**src/rtl/alu_pkg.sv**
```systemverilog
// alu_pkg: op-code and FSM state encodings shared by the slice-serial ALU.
package alu_pkg;

    localparam logic [2:0] OP_ADD  = 3'd0;
    localparam logic [2:0] OP_SUB  = 3'd1;
    localparam logic [2:0] OP_XOR  = 3'd2;
    localparam logic [2:0] OP_SLT  = 3'd3;
    localparam logic [2:0] OP_AND  = 3'd4;
    localparam logic [2:0] OP_NAND = 3'd5;
    localparam logic [2:0] OP_NOR  = 3'd6;
    localparam logic [2:0] OP_OR   = 3'd7;

    typedef enum logic [1:0] {
        IDLE = 2'd0,
        RUN  = 2'd1,
        DONE = 2'd2
    } state_t;

endpackage

```
**src/rtl/alu_slice.sv**
```systemverilog
// alu_slice: combinational SLICE-bit ALU chunk; b_s arrives already inverted for SUB/SLT.
module alu_slice
    import alu_pkg::*;
#(
    parameter int SLICE = 8
) (
    input  logic [SLICE-1:0] a_s,
    input  logic [SLICE-1:0] b_s,
    input  logic             cin,
    input  logic [2:0]       command,
    output logic [SLICE-1:0] y_s,
    output logic             cout,
    output logic             c_into_msb
);

    logic [SLICE:0]   c;
    logic [SLICE-1:0] sum;

    always_comb begin
        c[0] = cin;
        for (int i = 0; i < SLICE; i++) begin
            sum[i]   = a_s[i] ^ b_s[i] ^ c[i];
            c[i+1]   = (a_s[i] & b_s[i]) | ((a_s[i] ^ b_s[i]) & c[i]);
        end
        cout       = c[SLICE];
        c_into_msb = c[SLICE-1];
        case (command)
            OP_XOR:  y_s = a_s ^ b_s;
            OP_AND:  y_s = a_s & b_s;
            OP_NAND: y_s = ~(a_s & b_s);
            OP_NOR:  y_s = ~(a_s | b_s);
            OP_OR:   y_s = a_s | b_s;
            default: y_s = sum;
        endcase
    end

endmodule

```
**src/rtl/alu_seq_sliced.sv**
```systemverilog
// alu_seq_sliced: slice-serial ALU, one SLICE-bit chunk per clock, LS slice first,
// with valid/ready handshakes on operand and result sides.
module alu_seq_sliced
    import alu_pkg::*;
#(
    parameter int WIDTH = 32,
    parameter int SLICE = 8
) (
    input  logic             clk,
    input  logic             reset,
    input  logic             in_valid,
    output logic             in_ready,
    input  logic [2:0]       command,
    input  logic [WIDTH-1:0] a,
    input  logic [WIDTH-1:0] b,
    output logic             out_valid,
    input  logic             out_ready,
    output logic [WIDTH-1:0] result,
    output logic             carryout,
    output logic             overflow,
    output logic             zero
);

    localparam int NSLICE = WIDTH / SLICE;
    localparam int IW     = NSLICE > 1 ? $clog2(NSLICE) : 1;

    state_t           state_q, state_d;
    logic [IW-1:0]    idx_q, idx_d;
    logic             carry_q, carry_d;
    logic [2:0]       cmd_q, cmd_d;
    logic [WIDTH-1:0] a_q, a_d, b_q, b_d, acc_q, acc_d, result_q, result_d;
    logic             carryout_q, carryout_d, overflow_q, overflow_d, zero_q, zero_d;

    logic             sub, last, accept, arith, ovf, cout, cmsb;
    logic [SLICE-1:0] a_s, b_s, y_s;
    logic [WIDTH-1:0] fin;

    // SUB/SLT feed ~b with carry-in 1, so the slice only ever adds
    assign sub = (cmd_q == OP_SUB) || (cmd_q == OP_SLT);
    assign a_s = a_q[int'(idx_q)*SLICE +: SLICE];
    assign b_s = b_q[int'(idx_q)*SLICE +: SLICE] ^ {SLICE{sub}};

    alu_slice #(.SLICE(SLICE)) u_slice (
        .a_s        (a_s),
        .b_s        (b_s),
        .cin        (carry_q),
        .command    (cmd_q),
        .y_s        (y_s),
        .cout       (cout),
        .c_into_msb (cmsb)
    );

    always_comb begin
        in_ready   = (state_q == IDLE) || ((state_q == DONE) && out_ready);
        out_valid  = state_q == DONE;
        accept     = in_valid && in_ready;
        last       = idx_q == IW'(NSLICE - 1);
        arith      = (cmd_q == OP_ADD) || (cmd_q == OP_SUB);
        ovf        = cmsb ^ cout;
        fin        = acc_q;
        fin[int'(idx_q)*SLICE +: SLICE] = y_s;
        state_d    = state_q;
        idx_d      = idx_q;
        carry_d    = carry_q;
        cmd_d      = cmd_q;
        a_d        = a_q;
        b_d        = b_q;
        acc_d      = acc_q;
        result_d   = result_q;
        carryout_d = carryout_q;
        overflow_d = overflow_q;
        zero_d     = zero_q;
        if (state_q == RUN) begin
            acc_d   = fin;
            carry_d = cout;
            idx_d   = last ? '0 : idx_q + IW'(1);
            if (last) begin
                state_d    = DONE;
                result_d   = (cmd_q == OP_SLT) ? {{(WIDTH-1){1'b0}}, fin[WIDTH-1] ^ ovf} : fin;
                carryout_d = arith && cout;
                overflow_d = arith && ovf;
                zero_d     = result_d == '0;
            end
        end
        if ((state_q == DONE) && out_ready)
            state_d = IDLE;
        if (accept) begin
            state_d = RUN;
            a_d     = a;
            b_d     = b;
            cmd_d   = command;
            idx_d   = '0;
            carry_d = (command == OP_SUB) || (command == OP_SLT);
        end
    end

    always_ff @(posedge clk or posedge reset) begin
        if (reset) begin
            state_q    <= IDLE;
            idx_q      <= '0;
            carry_q    <= 1'b0;
            cmd_q      <= '0;
            a_q        <= '0;
            b_q        <= '0;
            acc_q      <= '0;
            result_q   <= '0;
            carryout_q <= 1'b0;
            overflow_q <= 1'b0;
            zero_q     <= 1'b0;
        end else begin
            state_q    <= state_d;
            idx_q      <= idx_d;
            carry_q    <= carry_d;
            cmd_q      <= cmd_d;
            a_q        <= a_d;
            b_q        <= b_d;
            acc_q      <= acc_d;
            result_q   <= result_d;
            carryout_q <= carryout_d;
            overflow_q <= overflow_d;
            zero_q     <= zero_d;
        end
    end

    assign result   = result_q;
    assign carryout = carryout_q;
    assign overflow = overflow_q;
    assign zero     = zero_q;

endmodule

```
**config.mk**
```make
export PLATFORM = sky130hd
export DESIGN_NAME = alu_seq_sliced
export DESIGN_NICKNAME = d
export VERILOG_FILES = /design/src/rtl/alu_pkg.sv /design/src/rtl/alu_slice.sv /design/src/rtl/alu_seq_sliced.sv
export SDC_FILE = /design/constraint.sdc
export NUM_CORES = 1
export LEC_CHECK = 0
export ABC_AREA = 1
export BUFFER_PORTS_ARGS = -buffer_cell sky130_fd_sc_hd__buf_4
export CELL_PAD_IN_SITES_DETAIL_PLACEMENT = 1
export CELL_PAD_IN_SITES_GLOBAL_PLACEMENT = 1
export CORE_ASPECT_RATIO = 1.1
export CORE_UTILIZATION = 40
export DETAILED_ROUTE_END_ITERATION = 8
export GPL_ROUTABILITY_DRIVEN = 1
export GPL_TIMING_DRIVEN = 0
export MAX_ROUTING_LAYER = met4
export PLACE_DENSITY_LB_ADDON = 0.1
export SLEW_MARGIN = 20
export SYNTH_ARGS = -nofsm -noshare
export SYNTH_HDL_FRONTEND = slang
export SYNTH_SLANG_ARGS = --single-unit
```
**constraint.sdc**
```tcl
create_clock -name clk -period 6.4 [get_ports clk]
set_input_delay 0.32 -clock clk [delete_from_list [all_inputs] [get_ports clk]]
set_output_delay 0.32 -clock clk [all_outputs]
set_load 0.01 [all_outputs]
```
==> metrics.yaml <==
setup_path:
  critical_path_arrival_ns: 6.35
  startpoint_type: "register"
  r2r_slack_ns: 0.41
  crit_fanout: 10
  setup.worst_path.class: "reg2reg"
  required_ns: 6.76
  endpoint_kind: "register"
place:
  numPortBuffers: 107
  hpwlAfterDp_microns: 17000
  dpl_cell_area_sq_um: 8620
  place_ws_ns: -0.0963
  gp_congestion: 0.812
global_route:
  grt_pass1_wl_microns: 37300
  overflow: 0
  grt_max_degree: 91
  grtUsageTotal_pct: 25.7
  antenna_found_initial: 0
  grt_pass1_vias: 7175
drt:
  ant_nets: 0
  dr.pass1.iters: 4
  route.vias.total: 6880
  drc: 0
  wl_microns: 22700
  viasPerCell: 4.97
  drt_iter0_drc: 357
  routedWlPerCell_microns: 16.4
timing:
  min_period_ns: 5.99
  tns_ns: 0
  hold_violations: 0
  clock_skew_ns: 0.00798
  tightest_slew_ns: 0.839
  report.final.slew_viol_count: 0
  fin_crit_sh_pct: 93.6
  setup_viol: 0
  grt_setup_unrepaired: "no"
  fmaxAchievable_mhz: 167
  setup_ws_ns: 0.409
  hold_ws_ns: 0.0823
  relSlewSlack_pct: 43.6
logic_synthesis:
  synth_area_per_cell_sq_um: 7.49
  ys_top_cells_by_area: "dfrtp_1 (47%), nand2_1 (21%), o21ai_0 (4.5%)"
  synth_top_area_cell: "dfrtp_1"
  synth_compound_area_share_pct: 10.7
  yosys_most_used_dff: "dfrtp_1"
  synth_warnings: 0
  ys_top_cells_by_count: "nand2_1 (417), dfrtp_1 (139), inv_1 (87)"
  synth_mux_area_share_pct: 0
  synth_fa_ha_area_share_pct: 5.83
  synth-edff-count: 0
  yosys.area_share.simple_pct: 28.8
  syn_inst: 998
  synth.net_count: 1099
  ys_async_sr_fraction_pct: 100
  ys_types: 31
  synth-seq-area-share_pct: 46.5
  synthDominantCellAreaShare_pct: 46.5
  synth_top_family_by_area: "simple AND/OR/NAND/NOR gates"
  synth-seq-cells: 139
  synth_area_sq_um: 7470
  synth-xor-area-share_pct: 1.05
  synth.most_common_cell: "nand2_1"
clock_network:
  clock_latency_ns: 0.43
  cts_inserted_buffers: 17
  h-tree-depth: 4
  cts_tree: "done"
  clkSinkCount: 139
  clockBufferDepth: 2
  root_buffer: "clkbuf_16"
  clkTransAtPathRegs_ns: 0.06
layout:
  finalNetCount: 1229
  n_antenna_cell: 0
  final_area_sq_um: 9280
  fillers: 2354
  drive_above_1_share_pct: 14.8
  syn2layout_area_growth_pct: 24.2
flow_run:
  drv_cap: 0
floorplanning:
  num_rows: 52
  fp.dieArea_sq_um: 19200
  die_x_microns: 132
  initial_utilization_pct: 40.7
  io_pins: 108
  die_h_microns: 145
  core_area_sq_um: 18300
power_and_ir_drop:
  powerDensity_nw_per_um2: 641
  combPwrFrac_pct: 57.3
  p_leak_nw: 4.87
  peakVddDrop_mv: 0.262
  power_mw: 5.95
  swShare_pct: 48.4
  power_frac_seq_pct: 25.6
  p_int_mw: 3.07
  p_sw_mw: 2.88
  p_clk_share_pct: 17.1
status:
  status: "finished clean"
min_path:
  hold_class: "in2reg"
==> layout make-up <==
cell class                 instances  area (sq um)  share of cell area, %
multi-input combinational        720          3490                   37.6
sequential                       139          3480                   37.5
timing repair buffer             112           863                   9.30
clock buffer                      18           429                   4.62
inverter                          94           364                   3.92
tap                              243           304                   3.27
buffer                            44           183                   1.97
clock inverter                    14           171                   1.85
==> final timing paths <==
path / start / to / depth (start not counted)
worst max-delay path: idx_q[0] / zero / 24
worst min-delay path: b[23] / b_q[23] / 3
worst max register to register: idx_q[0] / zero / 24
worst min register to register: a_q[11] / a_q[11] / 2
max in group asynchronous: reset / idx_q[0] / 4
min in group asynchronous: reset / result[0] / 3
==> layout by cell type, fill, tap and decap left out, types with 17 or more instances in the layout <==
master and count:
buf_4 111, o21ai_0 67, clkbuf_16 17, nand2_1 417
clkbuf_1 30, nand3_1 32, a21oi_1 19, nor2_1 71
dfrtp_1 138, a31oi_1 23, ha_1 22, nand4_1 17
inv_1 86
==> power groups by stage <==
stage / clock, mW / sequential, mW / combinational (mW)
floorplan: 0 / 1.51 / 2.26
detailed placement: 0 / 1.53 / 3.37
global route: 1.07 / 1.58 / 3.88
CTS: 1.03 / 1.52 / 3.41
global placement: 0 / 1.52 / 3.28
finish: 1.02 / 1.53 / 3.41
==> through the flow <==
| step | utilization (%) | instances |
|---|---|---|
| after detailed placement | 47.0 | 1349 |
| after floorplan | - | 998 |
| final | 50.6 | 1384 |
| after CTS | 50.4 | 1382 |
| after global routing | 50.6 | 1384 |
| after global placement | 46.8 | 1348 |
==> state kept, by name, summed over array words and instances (netlist names) <==
register,flops
cmd_q,3
a_q,32
carryout,1
b_q,32
carry_q,1
idx_q,2
result,32
state_q,2
acc_q,32
overflow,1
zero,1
==> worst max-delay path, cell delays in order (launching register included) <==
cell and delay, ns:
dfrtp_2 0.45, clkbuf_2 0.26, clkbuf_2 0.30, nand2_1 0.09
a32o_1 0.29, xor2_2 0.22, fa_1 0.24, fa_1 0.17
inv_1 0.06, fa_1 0.41, fa_1 0.40, fa_1 0.40
fa_1 0.41, fa_1 0.44, fa_1 0.43, or2_1 0.25
nand3_1 0.16, o21ai_0 0.19, nand2_1 0.15, nand2_1 0.06
nor2_1 0.22, nand3_1 0.12, nor2_1 0.09, nand2_1 0.05
nand2_1 0.05
==> repair_timing <==
item,4_1_cts,5_1_grt
hold endpoints to repair,49,0
resized for setup,6,9
setup endpoints to repair,2,2
hold buffers,1,0
setup buffers,0,3
==> cells by family (layout without fill, tap and decap cells) <==
group,Yosys count,in the layout
flops,139,139
buf+inv,139,282
simple gates,544,544
xor+xnor,9,9
compound gates,137,137
fa+ha+maj,30,30
==> routing by layer <==
layer | part of all wire (%) | global-route usage (%) | wire, microns | vias to the layer above
li1 | - | - | - | 3429
met1 | 45 | 31.3 | 10200 | 3307
met2 | 50 | 43.9 | 11400 | 121
met3 | 2.9 | 4.08 | 661 | 23
met4 | 1.8 | 7.64 | 400 | 0
met5 | 0 | - | 0 | -
Power figures use the tool's default switching activity.
